==> config.mk <==
export PLATFORM = sky130hd
export DESIGN_NAME = datapath_control_unit
export DESIGN_NICKNAME = d
export VERILOG_FILES = /design/src/rtl/datapath_control_unit.sv
export SDC_FILE = /design/constraint.sdc
export NUM_CORES = 1
export LEC_CHECK = 0
export ABC_AREA = 1
export BUFFER_PORTS_ARGS = -buffer_cell sky130_fd_sc_hd__buf_4
export CELL_PAD_IN_SITES_DETAIL_PLACEMENT = 1
export CELL_PAD_IN_SITES_GLOBAL_PLACEMENT = 2
export CORE_UTILIZATION = 14
export CTS_BUF_LIST = sky130_fd_sc_hd__clkbuf_16
export CTS_CLUSTER_DIAMETER = 40
export DETAILED_ROUTE_END_ITERATION = 10
export HOLD_SLACK_MARGIN = 0.08
export PLACE_DENSITY = 0.89
export SLEW_MARGIN = 0
export SYNTH_ARGS = -nofsm -noshare
export SYNTH_HDL_FRONTEND = slang
export SYNTH_SLANG_ARGS = --single-unit
==> constraint.sdc <==
create_clock -name Clock -period 1.7 [get_ports Clock]
set_input_delay 0.34 -clock Clock [delete_from_list [all_inputs] [get_ports Clock]]
set_output_delay 0.34 -clock Clock [all_outputs]
set_load 0.02 [all_outputs]
==> src/rtl/datapath_control_unit.sv <==
// Instruction sequencer for the ALU-system datapath: two-cycle byte-wide fetch,
// single-cycle decode/execute, with all control outputs decoded from state and IR.
module datapath_control_unit #(
  parameter int ILLEGAL_HALTS = 0
) (
  input  logic        Clock,
  input  logic        Reset,
  input  logic [15:0] IROut,
  input  logic [3:0]  FlagsOut,
  output logic [2:0]  RF_FunSel,
  output logic [2:0]  RF_OutASel,
  output logic [2:0]  RF_OutBSel,
  output logic [3:0]  RF_RegSel,
  output logic [3:0]  RF_ScrSel,
  output logic [2:0]  ARF_FunSel,
  output logic [2:0]  ARF_RegSel,
  output logic [1:0]  ARF_OutCSel,
  output logic [1:0]  ARF_OutDSel,
  output logic [4:0]  ALU_FunSel,
  output logic        ALU_WF,
  output logic [1:0]  MuxASel,
  output logic [1:0]  MuxBSel,
  output logic        MuxCSel,
  output logic        IR_LH,
  output logic        IR_Write,
  output logic        Mem_CS,
  output logic        Mem_WR,
  output logic [2:0]  SeqState,
  output logic        Halted,
  output logic        IllegalOp
);

  typedef enum logic [2:0] {
    S_INIT    = 3'd0,
    S_FETCH_L = 3'd1,
    S_FETCH_H = 3'd2,
    S_EXEC    = 3'd3,
    S_HALT    = 3'd4
  } state_t;

  localparam logic [2:0] FUN_INC   = 3'b001;
  localparam logic [2:0] FUN_LOAD  = 3'b010;
  localparam logic [2:0] FUN_CLEAR = 3'b011;
  localparam logic [2:0] SEL_PC    = 3'b100;

  state_t      r_state;
  state_t      w_next;
  logic        w_take;
  logic [5:0]  w_op;
  logic        w_z;
  logic        w_unused_flags;

  assign w_op           = IROut[15:10];
  assign w_z            = FlagsOut[3];
  assign w_unused_flags = ^FlagsOut[2:0];
  assign SeqState       = r_state;
  assign Halted         = (r_state == S_HALT);

  function automatic logic [3:0] onehot(input logic [1:0] sel);
    return 4'b1000 >> sel;
  endfunction

  function automatic logic [4:0] alu_code(input logic [5:0] op);
    case (op)
      6'h05:   return 5'b10100;
      6'h06:   return 5'b10110;
      6'h07:   return 5'b10111;
      6'h08:   return 5'b11000;
      6'h09:   return 5'b11001;
      default: return 5'b10010;
    endcase
  endfunction

  always_ff @(posedge Clock or negedge Reset) begin
    if (!Reset) r_state <= S_INIT;
    else        r_state <= w_next;
  end

  always_comb begin
    RF_FunSel   = '0;
    RF_OutASel  = '0;
    RF_OutBSel  = '0;
    RF_RegSel   = '0;
    RF_ScrSel   = '0;
    ARF_FunSel  = '0;
    ARF_RegSel  = '0;
    ARF_OutCSel = '0;
    ARF_OutDSel = '0;
    ALU_FunSel  = '0;
    ALU_WF      = 1'b0;
    MuxASel     = '0;
    MuxBSel     = '0;
    MuxCSel     = 1'b0;
    IR_LH       = 1'b0;
    IR_Write    = 1'b0;
    Mem_CS      = 1'b1;
    Mem_WR      = 1'b0;
    IllegalOp   = 1'b0;
    w_take      = 1'b0;
    w_next      = S_INIT;
    case (r_state)
      S_INIT: begin
        ARF_RegSel = SEL_PC;
        ARF_FunSel = FUN_CLEAR;
        w_next     = S_FETCH_L;
      end
      S_FETCH_L, S_FETCH_H: begin
        Mem_CS     = 1'b0;
        IR_Write   = 1'b1;
        IR_LH      = (r_state == S_FETCH_H);
        ARF_RegSel = SEL_PC;
        ARF_FunSel = FUN_INC;
        w_next     = (r_state == S_FETCH_H) ? S_EXEC : S_FETCH_H;
      end
      S_EXEC: begin
        RF_OutASel = IROut[5:3];
        RF_OutBSel = IROut[2:0];
        w_next     = S_FETCH_L;
        case (w_op)
          6'h00: w_next = S_HALT;
          6'h01: w_take = 1'b1;
          6'h02: w_take = ~w_z;
          6'h03: w_take = w_z;
          6'h04: begin
            MuxASel   = 2'b11;
            RF_FunSel = FUN_LOAD;
            RF_RegSel = onehot(IROut[9:8]);
          end
          6'h05, 6'h06, 6'h07, 6'h08, 6'h09, 6'h0A: begin
            MuxASel    = 2'b00;
            RF_FunSel  = FUN_LOAD;
            RF_RegSel  = onehot(IROut[7:6]);
            ALU_WF     = IROut[9];
            ALU_FunSel = alu_code(w_op);
          end
          default: begin
            IllegalOp = 1'b1;
            if (ILLEGAL_HALTS != 0) w_next = S_HALT;
          end
        endcase
        // Taken branch loads PC from the zero-extended IR low byte via MUX B
        if (w_take) begin
          MuxBSel    = 2'b11;
          ARF_RegSel = SEL_PC;
          ARF_FunSel = FUN_LOAD;
        end
      end
      S_HALT:  w_next = S_HALT;
      default: w_next = S_INIT;
    endcase
  end

endmodule

==> reports/metrics.yaml <==
floorplanning:
  die_height_um: 69.6
  pin_count: 69
  coreArea_um2: 4380
  rows: 24
  dieArea_um2: 4840
  die_x_um: 69.6
  initial_utilization_pct: 14.6
global_routing:
  antenna_found_initial: 0
  grt_max_degree: 8
  gr-usage-met3_pct: 1.60
  top_usage_layer: "met2"
  track_usage_pct: 8.61
  grt-ovfl-total: 0
  use_met1_pct: 10.5
  grt_pass1_vias: 762
  grtUsageMet2_pct: 15.2
  grt_pass1_wl_um: 3440
final_layout:
  final.fill_count: 542
  final_net_count: 203
  largest_reg_flops: 3
  mostFrequentLayoutCells: "57 x buf_4, 16 x inv_1, 15 x conb_1, 13 x nor2_1, 11 x buf_6"
  antenna_cells: 0
  design_area_um2: 1450
  layout-drive-gt1-share_pct: 64.4
  layout_commonest_cell: "buf_4"
  area_delta_synth_final_pct: 127
  stdcell_count: 232
clock_network:
  cts_made_buffers: 3
  cts_root_buffer: "clkbuf_16"
  cts_tree: "yes"
  htree_levels: 1
  cts.sinks: 3
  clk_latency_ns: 0.22
  path_clk_slew_ns: 0.03
  clock_path_buffers: 2
yosys:
  synthArstFlopShare_pct: 100
  netlist.area_leader.share_pct: 20.0
  ys_seq_elements: 3
  ys.flop_type: "dfrtp_1"
  yosys.cell_types.count: 22
  syn_avg_cell_area_um2: 5.81
  synthCells: 110
  synth_edf_count: 0
  synth_seq_area_share_pct: 11.7
  syn-cell-area_um2: 639
  ys_warn_count: 0
  ys_top_cells_by_area: "buf_4 20%, nor2_1 13%, dfrtp_1 12%"
  yosysTopAreaCell: "buf_4"
sta:
  fmax_mhz: 572
  hold_viol_final: 0
  period_share_pct: 103
  rsz0062_at_grt: "yes"
  setup_viol: 4
  post-route-min-period_ns: 1.75
  setup_ws_ns: -0.0498
  maxSlewViolCount: 0
  fin_worst_skew_ns: 0.000204
  hold_ws_ns: 0.453
place:
  placed_cells: 217
  dp_hpwl_um: 1770
  gp_congestion: 0.756
  io_buffers: 50
  placed_cell_area_um2: 1080
routing:
  via_per_inst: 3.77
  drc_errors: 0
  wire_per_inst_um: 9.94
  firstDrtPassIters: 2
  first_iter_violations: 5
  postRouteAntennaNets: 0
  totalWireLength_um: 2310
  num_vias: 874
worst_setup_path:
  cp.required_ns: 1.36
  path_max_fanout: 6
  path_class: "input pin to primary output"
  worstPathArrival_ns: 1.41
  cp-end-kind: "primary output"
  crit_path_start_kind: "input pin"
run_status:
  violations: "setup timing"
  status: "complete, but fails checks"
power_and_ir_drop:
  p_total_w: 0.00157
  irDropWorstVdd_uv: 385
  power_density_nw_per_um2: 1080
  leakage_nw: 0.790
worst_hold_path:
  hold_path.class: "input pin to asynchronous set/reset pin"
run:
  drv_cap: 0
-- cells in the mapped netlist (2+ instances only) --
cell type  instances
nor2_1            22
inv_1             18
buf_4             17
nand2_1           16
nor2_4             4
dfrtp_1            3
inv_2              3
nand3_1            3
nand3_2            3
nand4_1            3
nor3_1             3
o21ai_0            3
a21oi_1            2
nand2_2            2
-- per-stage QoR --
stage | setup slack, ns | util, % | TNS, ns
global placement | -0.0228 | 24.7 | -0.0760
detailed placement | -0.0538 | 24.7 | -0.176
CTS | -0.0487 | 28.8 | -0.176
floorplan | 0.0116 | - | 0
global route | -0.110 | 33.1 | -1.01
finish | -0.0498 | 33.1 | -0.149
-- layout make-up --
| class | count | area [µm²] | area share [%] |
|---|---|---|---|
| timing repair buffer | 70 | 582 | 40.1 |
| multi-input combinational | 80 | 543 | 37.4 |
| inverter | 23 | 104 | 7.16 |
| sequential | 3 | 78.8 | 5.43 |
| clock buffer | 3 | 75.1 | 5.17 |
| tap | 52 | 65.1 | 4.48 |
| clock inverter | 1 | 3.75 | 0.259 |
-- what timing repair did --
action	4_1_cts	5_1_grt
resized for setup	8	47
hold buffers	1	0
setup endpoints to repair	15	23
hold endpoints to repair	3	0
buffers inserted	5	5
pin swaps	8	17
-- final timing paths --
check                            start      endpoint  slack (ns)  cells after the start
min                              Reset   SeqState[1]        0.45                      2
max in group asynchronous        Reset   SeqState[0]        1.14                      2
min in group Clock           IROut[14]   SeqState[0]        0.62                      6
min reg2reg                SeqState[1]   SeqState[1]        0.62                      3
max                          IROut[15]  RF_RegSel[2]       -0.05                     10
max reg2reg                SeqState[1]   SeqState[2]        0.60                      4
-- worst max-delay path, cell delays in order --
cell	delay, ns
buf_6	0.09
nor2_4	0.13
buf_4	0.13
nand3_4	0.10
buf_4	0.16
nand4_1	0.11
nand2_2	0.08
nand2_4	0.09
nor2_4	0.04
buf_6	0.13
-- cell families (layout without fill, tap and decap cells) --
family,after synthesis,count (layout),synth area share [%]
compound gates,7,7,5.67
flops,3,3,11.7
buf+inv,41,97,34.4
other cells,1,15,0.587
simple gates,58,58,47.6
-- power by group --
group / switching, W / internal [W] / leakage, nW
logic: 0.000625 / 0.000451 / 0.715
registers: 0.0000258 / 0.000102 / 0.0331
clock network: 0.0000624 / 0.000303 / 0.0423
-- metal layers --
layer / vias up / wire (µm)
met2: 41 / 1220
met3: 0 / 192
li1: 446 / -
met1: 387 / 894
met4: 0 / 0
met5: - / 0
Note: power is estimated with default switching activity, not from simulation.
